==> src/rtl/mem_dbus_stage_pkg.sv <==
// Shared op codes, FSM encodings and bus request record for the MEM stage.
package mem_dbus_stage_pkg;

  localparam int ALUOP_W = 8;
  localparam int STALL_W = 5;
  localparam logic NOSTOP = 1'b0;

  // Memory op codes as decoded by ID/EX
  localparam logic [ALUOP_W-1:0] MINIMIPS32_LB   = 8'h90;
  localparam logic [ALUOP_W-1:0] MINIMIPS32_LBU  = 8'h91;
  localparam logic [ALUOP_W-1:0] MINIMIPS32_LH   = 8'h92;
  localparam logic [ALUOP_W-1:0] MINIMIPS32_LHU  = 8'h93;
  localparam logic [ALUOP_W-1:0] MINIMIPS32_LW   = 8'h94;
  localparam logic [ALUOP_W-1:0] MINIMIPS32_SB   = 8'h98;
  localparam logic [ALUOP_W-1:0] MINIMIPS32_SH   = 8'h99;
  localparam logic [ALUOP_W-1:0] MINIMIPS32_SW   = 8'h9A;
  localparam logic [ALUOP_W-1:0] MINIMIPS32_ADDU = 8'h19;
  localparam logic [ALUOP_W-1:0] MINIMIPS32_NOP  = 8'h00;

  // Bus FSM states
  localparam logic [1:0] ST_IDLE  = 2'd0;
  localparam logic [1:0] ST_WAIT  = 2'd1;
  localparam logic [1:0] ST_DRAIN = 2'd2;
  localparam logic [1:0] ST_DONE  = 2'd3;

  // Request fields held stable for the life of one bus transaction
  typedef struct packed {
    logic        we;
    logic [3:0]  be;
    logic [31:0] addr;
    logic [31:0] wdata;
  } dbus_req_t;

  function automatic logic [31:0] word_addr(input logic [31:0] a);
    return {a[31:2], 2'b00};
  endfunction

endpackage

==> src/rtl/mem_dbus_stage_if.sv <==
// req/ack data bus between the MEM stage (master) and memory (slave).
interface mem_dbus_stage_if;
  logic        req;
  logic        we;
  logic [3:0]  be;
  logic [31:0] addr;
  logic [31:0] wdata;
  logic        ack;
  logic [31:0] rdata;

  modport master (output req, we, be, addr, wdata, input ack, rdata);
  modport slave  (input req, we, be, addr, wdata, output ack, rdata);
endinterface

==> src/rtl/mem_dbus_stage_lane_gen.sv <==
// Decodes a memory op into byte enables, lane-replicated store data and load flags.
module mem_lane_gen
  import mem_dbus_stage_pkg::*;
(
  input  logic [ALUOP_W-1:0] aluop,
  input  logic [1:0]         addr_lo,
  input  logic [31:0]        din,
  output logic [3:0]         be,
  output logic [31:0]        wdata,
  output logic               is_load,
  output logic               is_store,
  output logic               sext
);

  // Little-endian lane selection; alignment was already checked in EX
  always_comb begin
    be       = 4'b0000;
    wdata    = din;
    is_load  = 1'b0;
    is_store = 1'b0;
    sext     = 1'b0;
    case (aluop)
      MINIMIPS32_LB, MINIMIPS32_LBU, MINIMIPS32_SB: be = 4'b0001 << addr_lo;
      MINIMIPS32_LH, MINIMIPS32_LHU, MINIMIPS32_SH: be = addr_lo[1] ? 4'b1100 : 4'b0011;
      MINIMIPS32_LW, MINIMIPS32_SW:                 be = 4'b1111;
      default:                                      be = 4'b0000;
    endcase
    case (aluop)
      MINIMIPS32_SB: wdata = {4{din[7:0]}};
      MINIMIPS32_SH: wdata = {2{din[15:0]}};
      default:       wdata = din;
    endcase
    is_load  = aluop inside {MINIMIPS32_LB, MINIMIPS32_LBU, MINIMIPS32_LH,
                             MINIMIPS32_LHU, MINIMIPS32_LW};
    is_store = aluop inside {MINIMIPS32_SB, MINIMIPS32_SH, MINIMIPS32_SW};
    sext     = aluop inside {MINIMIPS32_LB, MINIMIPS32_LH};
  end

endmodule

==> src/rtl/mem_dbus_stage.sv <==
// MEM stage: runs loads/stores on a variable-latency req/ack bus and stalls
// the pipeline until the access completes. Non-memory ops pass straight through.
module mem_dbus_stage
  import mem_dbus_stage_pkg::*;
#(
  parameter int ACK_TIMEOUT = 16,
  parameter int CNT_W       = 5
) (
  input  logic                cpu_clk_50M,
  input  logic                cpu_rst_n,
  input  logic [ALUOP_W-1:0]  exe_aluop,
  input  logic [4:0]          exe_wa,
  input  logic                exe_wreg,
  input  logic [31:0]         exe_wd,
  input  logic [31:0]         exe_din,
  input  logic                exe_whilo,
  input  logic [63:0]         exe_hilo,
  input  logic                exe_cp0_we,
  input  logic [4:0]          exe_cp0_waddr,
  input  logic [31:0]         exe_cp0_wdata,
  input  logic [31:0]         exe_pc,
  input  logic                flush,
  input  logic [STALL_W-1:0]  stall,
  output logic                stallreq_mem,
  mem_dbus_stage_if.master    dbus,
  output logic                bus_err,
  output logic [4:0]          mem_wa,
  output logic                mem_wreg,
  output logic [31:0]         mem_dreg,
  output logic                mem_mreg,
  output logic [3:0]          mem_dre,
  output logic                mem_whilo,
  output logic [63:0]         mem_hilo,
  output logic                mem_extendtype,
  output logic                mem_cp0_we,
  output logic [4:0]          mem_cp0_waddr,
  output logic [31:0]         mem_cp0_wdata,
  output logic [31:0]         de_pc_i
);

  logic [3:0]  gen_be;
  logic [31:0] gen_wdata;
  logic        is_load, is_store, sext, is_mem;

  logic [1:0]       state_q, state_d;
  logic [CNT_W-1:0] cnt_q, cnt_d;
  logic             req_q, req_d;
  dbus_req_t        breq_q, breq_d;
  logic [31:0]      rdata_q, rdata_d;
  logic             err_q, err_d;
  logic             stall_c, tmo, bus_done;

  // Only the memwb hold bit matters here
  logic unused_stall;
  assign unused_stall = ^stall[STALL_W-2:0];

  mem_lane_gen u_lane (
    .aluop    (exe_aluop),
    .addr_lo  (exe_wd[1:0]),
    .din      (exe_din),
    .be       (gen_be),
    .wdata    (gen_wdata),
    .is_load  (is_load),
    .is_store (is_store),
    .sext     (sext)
  );

  assign is_mem   = is_load | is_store;
  assign tmo      = (cnt_q == CNT_W'(ACK_TIMEOUT - 1));
  assign bus_done = dbus.ack | tmo;

  // Bus FSM: issue, wait for ack/timeout, drain flushed accesses, hold result
  always_comb begin
    state_d = state_q;
    cnt_d   = cnt_q;
    req_d   = req_q;
    breq_d  = breq_q;
    rdata_d = rdata_q;
    err_d   = 1'b0;
    stall_c = 1'b0;
    case (state_q)
      ST_IDLE: begin
        if (is_mem && !flush) begin
          stall_c = 1'b1;
          req_d   = 1'b1;
          cnt_d   = '0;
          breq_d  = '{we: is_store, be: gen_be, addr: word_addr(exe_wd), wdata: gen_wdata};
          state_d = ST_WAIT;
        end
      end
      ST_WAIT: begin
        // A flushed instruction must not hold the pipeline, but the bus
        // access already in flight still has to finish.
        stall_c = !flush;
        cnt_d   = cnt_q + CNT_W'(1);
        if (bus_done) begin
          req_d   = 1'b0;
          cnt_d   = '0;
          err_d   = !dbus.ack;
          rdata_d = dbus.ack ? dbus.rdata : 32'h0;
          state_d = flush ? ST_IDLE : ST_DONE;
        end else if (flush) begin
          state_d = ST_DRAIN;
        end
      end
      ST_DRAIN: begin
        // A younger mem op waits here until the abandoned access retires
        stall_c = is_mem && !flush;
        cnt_d   = cnt_q + CNT_W'(1);
        if (bus_done) begin
          req_d   = 1'b0;
          cnt_d   = '0;
          err_d   = !dbus.ack;
          state_d = ST_IDLE;
        end
      end
      ST_DONE: begin
        if (flush || stall[4] == NOSTOP) state_d = ST_IDLE;
      end
      default: state_d = ST_IDLE;
    endcase
  end

  // State and bus request registers; reset abandons any outstanding request
  always_ff @(posedge cpu_clk_50M or negedge cpu_rst_n) begin
    if (!cpu_rst_n) begin
      state_q <= ST_IDLE;
      cnt_q   <= '0;
      req_q   <= 1'b0;
      breq_q  <= '0;
      rdata_q <= '0;
      err_q   <= 1'b0;
    end else begin
      state_q <= state_d;
      cnt_q   <= cnt_d;
      req_q   <= req_d;
      breq_q  <= breq_d;
      rdata_q <= rdata_d;
      err_q   <= err_d;
    end
  end

  assign stallreq_mem = cpu_rst_n & stall_c;

  assign dbus.req   = req_q;
  assign dbus.we    = breq_q.we;
  assign dbus.be    = breq_q.be;
  assign dbus.addr  = breq_q.addr;
  assign dbus.wdata = breq_q.wdata;
  assign bus_err    = err_q;

  // Loads hand the raw word and lane mask to WB for extraction/extension
  assign mem_mreg       = is_load;
  assign mem_dreg       = is_load ? rdata_q : exe_wd;
  assign mem_dre        = is_load ? breq_q.be : 4'b0000;
  assign mem_extendtype = sext;

  assign mem_wa        = exe_wa;
  assign mem_wreg      = exe_wreg;
  assign mem_whilo     = exe_whilo;
  assign mem_hilo      = exe_hilo;
  assign mem_cp0_we    = exe_cp0_we;
  assign mem_cp0_waddr = exe_cp0_waddr;
  assign mem_cp0_wdata = exe_cp0_wdata;
  assign de_pc_i       = exe_pc;

endmodule

==> src/flat_wrapper.sv <==
// flat-port wrapper written by rule: the top's interface ports become plain ports
module mem_dbus_stage_flat import mem_dbus_stage_pkg::*;
#(
  parameter int ACK_TIMEOUT = 16,
  parameter int CNT_W       = 5
)
  (cpu_clk_50M, cpu_rst_n, exe_aluop, exe_wa, exe_wreg, exe_wd, exe_din, exe_whilo, exe_hilo, exe_cp0_we, exe_cp0_waddr, exe_cp0_wdata, exe_pc, flush, stall, stallreq_mem, bus_err, mem_wa, mem_wreg, mem_dreg, mem_mreg, mem_dre, mem_whilo, mem_hilo, mem_extendtype, mem_cp0_we, mem_cp0_waddr, mem_cp0_wdata, de_pc_i, dbus_req, dbus_we, dbus_be, dbus_addr, dbus_wdata, dbus_ack, dbus_rdata);
  mem_dbus_stage_if dbus_i ();
  input  logic cpu_clk_50M;
  input  logic cpu_rst_n;
  input  logic [ALUOP_W-1:0] exe_aluop;
  input  logic [4:0] exe_wa;
  input  logic exe_wreg;
  input  logic [31:0] exe_wd;
  input  logic [31:0] exe_din;
  input  logic exe_whilo;
  input  logic [63:0] exe_hilo;
  input  logic exe_cp0_we;
  input  logic [4:0] exe_cp0_waddr;
  input  logic [31:0] exe_cp0_wdata;
  input  logic [31:0] exe_pc;
  input  logic flush;
  input  logic [STALL_W-1:0] stall;
  output logic stallreq_mem;
  output logic bus_err;
  output logic [4:0] mem_wa;
  output logic mem_wreg;
  output logic [31:0] mem_dreg;
  output logic mem_mreg;
  output logic [3:0] mem_dre;
  output logic mem_whilo;
  output logic [63:0] mem_hilo;
  output logic mem_extendtype;
  output logic mem_cp0_we;
  output logic [4:0] mem_cp0_waddr;
  output logic [31:0] mem_cp0_wdata;
  output logic [31:0] de_pc_i;
  output wire logic [$bits(dbus_i.req)-1:0] dbus_req;
  output wire logic [$bits(dbus_i.we)-1:0] dbus_we;
  output wire logic [$bits(dbus_i.be)-1:0] dbus_be;
  output wire logic [$bits(dbus_i.addr)-1:0] dbus_addr;
  output wire logic [$bits(dbus_i.wdata)-1:0] dbus_wdata;
  input wire logic [$bits(dbus_i.ack)-1:0] dbus_ack;
  input wire logic [$bits(dbus_i.rdata)-1:0] dbus_rdata;
  assign dbus_req = dbus_i.req;
  assign dbus_we = dbus_i.we;
  assign dbus_be = dbus_i.be;
  assign dbus_addr = dbus_i.addr;
  assign dbus_wdata = dbus_i.wdata;
  assign dbus_i.ack = dbus_ack;
  assign dbus_i.rdata = dbus_rdata;
  mem_dbus_stage #(.ACK_TIMEOUT(ACK_TIMEOUT), .CNT_W(CNT_W)) u_core (.cpu_clk_50M(cpu_clk_50M), .cpu_rst_n(cpu_rst_n), .exe_aluop(exe_aluop), .exe_wa(exe_wa), .exe_wreg(exe_wreg), .exe_wd(exe_wd), .exe_din(exe_din), .exe_whilo(exe_whilo), .exe_hilo(exe_hilo), .exe_cp0_we(exe_cp0_we), .exe_cp0_waddr(exe_cp0_waddr), .exe_cp0_wdata(exe_cp0_wdata), .exe_pc(exe_pc), .flush(flush), .stall(stall), .stallreq_mem(stallreq_mem), .dbus(dbus_i), .bus_err(bus_err), .mem_wa(mem_wa), .mem_wreg(mem_wreg), .mem_dreg(mem_dreg), .mem_mreg(mem_mreg), .mem_dre(mem_dre), .mem_whilo(mem_whilo), .mem_hilo(mem_hilo), .mem_extendtype(mem_extendtype), .mem_cp0_we(mem_cp0_we), .mem_cp0_waddr(mem_cp0_waddr), .mem_cp0_wdata(mem_cp0_wdata), .de_pc_i(de_pc_i));
endmodule
==> config.mk <==
export PLATFORM = sky130hd
export DESIGN_NAME = mem_dbus_stage_flat
export DESIGN_NICKNAME = d
export VERILOG_FILES = /design/src/rtl/mem_dbus_stage_pkg.sv /design/src/rtl/mem_dbus_stage_if.sv /design/src/rtl/mem_dbus_stage_lane_gen.sv /design/src/rtl/mem_dbus_stage.sv /design/src/flat_wrapper.sv
export SDC_FILE = /design/constraint.sdc
export NUM_CORES = 1
export LEC_CHECK = 0
export BUFFER_PORTS_ARGS = -buffer_cell sky130_fd_sc_hd__clkbuf_2
export CAP_MARGIN = 15
export CORE_AREA = 2 2 198 200
export CTS_BUF_LIST = sky130_fd_sc_hd__clkbuf_4 sky130_fd_sc_hd__clkbuf_8
export CTS_CLUSTER_SIZE = 8
export DETAILED_ROUTE_END_ITERATION = 10
export DIE_AREA = 0 0 200 202
export PLACE_DENSITY_LB_ADDON = 0.15
export SYNTH_ARGS = -nofsm -noshare
export SYNTH_HDL_FRONTEND = slang
export SYNTH_HIERARCHICAL = 1
export SYNTH_SLANG_ARGS = --single-unit
export TNS_END_PERCENT = 5
==> constraint.sdc <==
create_clock -name cpu_clk_50M -period 2.7 [get_ports cpu_clk_50M]
set_input_delay 0.27 -clock cpu_clk_50M [delete_from_list [all_inputs] [get_ports cpu_clk_50M]]
set_output_delay 0.27 -clock cpu_clk_50M [all_outputs]
set_load 0.01 [all_outputs]
### Word level (Yosys, flattened, before mapping)

Cells that the tools add are included.

| operators by class | value |
|---|---|
| $add $sub $neg | 1 |
| equal/unequal tests | 17 |
| shifts and indexed selects | 1 |
| mux-type cells | 23 |
| bitwise gates (word level) | 4 |
| reductions and logical operators | 18 |

Operators by type and width:

| cell | number |
|---|---|
| $eq A8 B8 Y1 const B | 8 |
| $mux W32 | 2 |
| $pmux W32 S2 | 1 |
| $mux W2 | 6 |
| $pmux W4 S3 | 1 |
| $mux W5 | 2 |
| $pmux W5 S2 | 1 |
| $mux W4 | 2 |
| $ne A2 B1 Y1 const B | 4 |
| $pmux W2 S4 | 1 |
| $reduce_and A2 Y1 | 3 |
| $reduce_or A3 Y1 | 2 |
| $add A5 B1 Y5 const B | 1 |
| $eq A5 B4 Y1 const B | 1 |
| $mux W1 | 5 |
| $reduce_bool A5 Y1 | 1 |
| $eq A2 B2 Y1 const B | 2 |
| $reduce_and A4 Y1 | 1 |
| $reduce_bool A2 Y1 | 2 |
| $reduce_or A2 Y1 | 2 |
| $shl A1 B2 Y4 const A | 1 |
| $ne A3 B2 Y1 const B | 1 |
| $pmux W1 S3 | 1 |
| $reduce_and A3 Y1 | 1 |
| other kinds (10) | 12 |

| word-level totals | value |
|---|---|
| bits in registers | 108 |

### Longest topological paths before layout

| depth | value |
|---|---|
| word-level depth | 7 |
| gate-level depth with buffers | 8 |

### Modules after synthesis

The synthesis kept the hierarchy.

Modules (own cells, without submodules):

| module | instances | cells an instance | area an instance (um^2) | seq. area each (um^2) |
|---|---|---|---|---|
| mem_dbus_stage | 1 | 462 | 5815.6 | 2702.6 |
| mem_lane_gen | 1 | 73 | 668.1 | 0.0 |

### Worst setup path after synthesis

Ideal clock, no wire load.

| path | value |
|---|---|
| path type | input to output |
| start | input exe_aluop[6] |
| end | output mem_dreg[10] |
| arrival time | 1930 ps |
| required time | 2430 ps |
| setup slack | 500 ps |
| stages on the path | 6 |
| buffers on the path | 3 |
| cell sequence | nand4bb_1 -> buf_4 -> nor3_1 -> buf_2 -> buf_2 -> mux2_2 |

| between the ends | value |
|---|---|
| cells in the longest elaborated chain, start to end | 3 |
| elaborated cells on any way between the ends | 7 |

RTL lines:

| what | line | RTL |
|---|---|---|
| start, declared | flat_wrapper.sv:11 | `input logic [ALUOP_W-1:0] exe_aluop;` |
| $eq A8 B8 Y1 | mem_dbus_stage_lane_gen.sv:33 | `is_load = aluop inside {MINIMIPS32_LB, MINIMIPS32_LBU, MINIMIPS32_LH,` |
| $reduce_bool A5 Y1 (*) | mem_dbus_stage_lane_gen.sv:33 |  |
| named net mem_mreg | flat_wrapper.sv:29 | `output logic mem_mreg;` |
| $mux W32 (*) | mem_dbus_stage.sv:154 | `assign mem_dreg = is_load ? rdata_q : exe_wd;` |
| end, declared | flat_wrapper.sv:28 | `output logic [31:0] mem_dreg;` |

The timed path passes the listed nets; every way through them passes the cells marked *.

### Worst setup path after layout

| path | value |
|---|---|
| start | input exe_aluop[6] |
| end | output mem_dreg[13] |

| between the ends | value |
|---|---|
| cells in the longest elaborated chain, start to end | 3 |
| elaborated cells on any way between the ends | 7 |

RTL lines:

| what | line |
|---|---|
| $eq A8 B8 Y1 | mem_dbus_stage_lane_gen.sv:33 |
| $reduce_bool A5 Y1 (*) | mem_dbus_stage_lane_gen.sv:33 |
| $mux W32 (*) | mem_dbus_stage.sv:154 |

Every way passes the cells marked *; elsewhere a longest branch is shown, timed or not.

==> results.md <==
* **via count of the routed design** 4,081
* **NumNets Final** 867
* **power density over the cells** 720 nW/um2
* **vias per std cell** 3.61
* **TNS Setup** 0 ns
* **commonest cells after routing, fill and taps aside** sky130_fd_sc_hd__clkbuf_2 (215), sky130_fd_sc_hd__dfrtp_1 (108), sky130_fd_sc_hd__mux2_2 (87)
* **total CTS buffers** 9
* **maximum fanout encountered on the critical timing path** 34
* **cell area after synthesis** 6480 um2
* **initial core utilization** 16.9%
* **Crit Path Class** in2out
* **die outline width** 200 um
* **dominant synthesized flop cell** sky130_fd_sc_hd__dfrtp_1
* **initial antenna violation count** 1
* **mean instance size in the synthesized netlist** 12.1 um2
* **number of placed instances with taps included** 1,112
* **post-route ant nets** 0
* **die area** 40,400 um2
* **detailed router's first-iteration violation count** 103
* **I/O pin total** 505
* **post-detailed-placement cell area** 7110 um2
* **Setup-failing EPs final** 0
* **maximum clock insertion buffer count** 2
* **insertion delay of the later-clocked pin in the worst-skew pair** 0.42 ns
* **Std-Cell Core Area** 38,300 um2
* **overflow left after global routing** 0
* **Post-CTS Resized** 0
* **minimum clock period** 2.26 ns
* **worst-margin pin slew** 0.623 ns
* **arrival time of the worst setup path** 1.99 ns
* **count of flip-flops with a built-in enable after synthesis** 0
* **Clock Sink Count** 108
* **layout cells sized above 1** 62.5%
* **Final Power** 0.00526 W
* **worst endpoint required time** 2.43 ns
* **estimated wirelength of the detail-placed design** 15,400 um
* **Crit. End Element** primary output
* **final instance count without filler cells** 1,129
* **clock transition time at the flip-flop clock pins of the worst setup and hold paths** 0.12 ns
* **drt drc** 0
* **Final Skew** 0.0126 ns
* **headroom to the max-slew limit** 57.4%
* **Critical Path Source Type** primary input
* **f_max** 442 MHz
* **setup repair after global routing missed its margin** no
* **worst voltage drop across the vdd grid** 0.000232 V
* **CTS tree** built
* **routability cong.** 0.676
* **final clock period utilization by the worst path** 83.8%
* **drt total wl** 20,800 um
* **filler cell count** 4,234
* **area grow syn2layout** 12.8%
* **ant diodes** 0
* **most common cell after layout, fill and taps aside** sky130_fd_sc_hd__clkbuf_2
* **IO Port Bufs** 216
* **Root Buffer Master** sky130_fd_sc_hd__clkbuf_8
* **leakage power of the design** 3.69 nW
* **number of global-route vias before repair** 4,433
* **post-route cell area** 7310 um2
* **Tightest Hold Check Type** in2reg
* **count of synthesis-stage warnings from yosys** 6
* **pin count of the biggest net entering global routing** 109
* **register area** 2700 um2
* **mean routed wirelength per cell** 18.4 um
* **sequential area share after synthesis** 41.7%
* **run status** completed
* **unique cell type count in the Yosys netlist** 47
* **number of flip-flops and latches in the synthesized netlist** 108
* **first-pass GRT wire length** 29,800 um
* **multi-input gate area in the final layout** 2490 um2
* **height of the die** 202 um
* **Max Slew Vio Count** 0
* **count of standard-cell rows** 72
* **share of flip-flops with an asynchronous set or reset after synthesis** 100%
* **final core utilization** 19.1%
* **final hold viol count** 0
* **# Max-Cap Violations** 0
* **number of instances in the synthesized netlist** 535
* **router iterations before antenna repair** 4
* **number of levels in the clock H-tree** 3
* **overall fraction of global-route tracks in use** 10.3%
flip-flops by register name, indices dropped and copies added, names as in the netlist:
register and count:
u_core/dbus.wdata 32, u_core/rdata_q 32, u_core/dbus.addr 30, u_core/cnt_q 5, u_core/dbus.be 4, u_core/state_q 2
u_core/bus_err 1, u_core/dbus.req 1, u_core/dbus.we 1
through the flow:
| step | setup slack [ns] | hold WS (ns) |
|---|---|---|
| after detailed placement | 0.265 | 0.475 |
| after global routing | 0.269 | 0.0139 |
| after CTS | 0.372 | 0.00893 |
| final | 0.438 | 0.0562 |
| after floorplan | 0.500 | -0.0256 |
| after global placement | 0.337 | 0.475 |
cells by family after synthesis:
kind of cell / synth area share [%]
AO/OA/AOI/OAI: 7.06
adder cells (fa/ha/maj): 1.35
buffers and inverters: 20.2
flip-flops: 41.7
multiplexers: 25.3
other: 0.0578
AND/OR/NAND/NOR: 4.30
what timing repair did:
| action | 4_1_cts | 5_1_grt |
|---|---|---|
| endpoints found under the hold margin | 1 | 0 |
| setup buffers | 0 | 0 |
| hold buffers | 1 | 0 |
worst paths after layout:
check / from / end / slack [ns] / cells after the start
max: exe_aluop[6] / mem_dreg[13] / 0.44 / 8
min: dbus_rdata[23] / u_core/rdata_q[23] / 0.06 / 2
max reg2reg: u_core/cnt_q[0] / u_core/cnt_q[3] / 0.62 / 6
min reg2reg: u_core/cnt_q[4] / u_core/cnt_q[4] / 0.50 / 2
max in group asynchronous: cpu_rst_n / u_core/dbus.addr[10] / 1.62 / 3
min in group asynchronous: cpu_rst_n / u_core/dbus.wdata[15] / 0.60 / 3
cell usage after synthesis (all sizes together) (2+ instances only):
cell type,n,area share [%]
inv,6,0.35
nor4,2,0.42
a31oi,4,0.39
mux2i,2,0.37
ha,7,1.4
a21oi,3,0.23
nand2,10,0.62
nor2,7,0.41
o31ai,2,0.31
a22o,32,4.3
dfrtp,108,42
nor3,3,0.23
mux2,131,25
nand3,4,0.31
nor2b,5,0.48
nand3b,2,0.23
clkbuf,6,0.35
o21ai,12,0.93
buf,168,20
and2,5,0.48
cell type report:
class                      count  area share, %
sequential                   108           37.0
multi-input combinational    248           34.0
timing repair buffer         233           17.3
tap                          518           8.87
clock buffer                  11           2.07
clock inverter                 5          0.479
inverter                       6          0.308
metal layers:
metal | up-vias | wire length, um | global-route usage, %
met5 | - | 13 | 0
met4 | 2 | 935 | 6.01
met3 | 89 | 1730 | 3.67
met2 | 199 | 9710 | 16.4
met1 | 1943 | 8410 | 11.8
li1 | 1848 | - | -
report_power, final:
group / leakage, nW / switching, W / internal, W
Clock: 0.0957 / 0.000652 / 0.000389
Sequential: 1.42 / 0.000290 / 0.00213
Combinational: 2.17 / 0.000871 / 0.000923
Total: 3.69 / 0.00181 / 0.00345
worst max-delay path: stages:
cell                        delay [ns]
sky130_fd_sc_hd__clkbuf_2         0.07
sky130_fd_sc_hd__nand4bb_1        0.28
sky130_fd_sc_hd__buf_4            0.25
sky130_fd_sc_hd__nor3_2           0.15
sky130_fd_sc_hd__buf_4            0.18
sky130_fd_sc_hd__buf_12           0.23
sky130_fd_sc_hd__mux2_2           0.38
sky130_fd_sc_hd__clkbuf_2         0.13
Power figures use the tool's default switching activity.
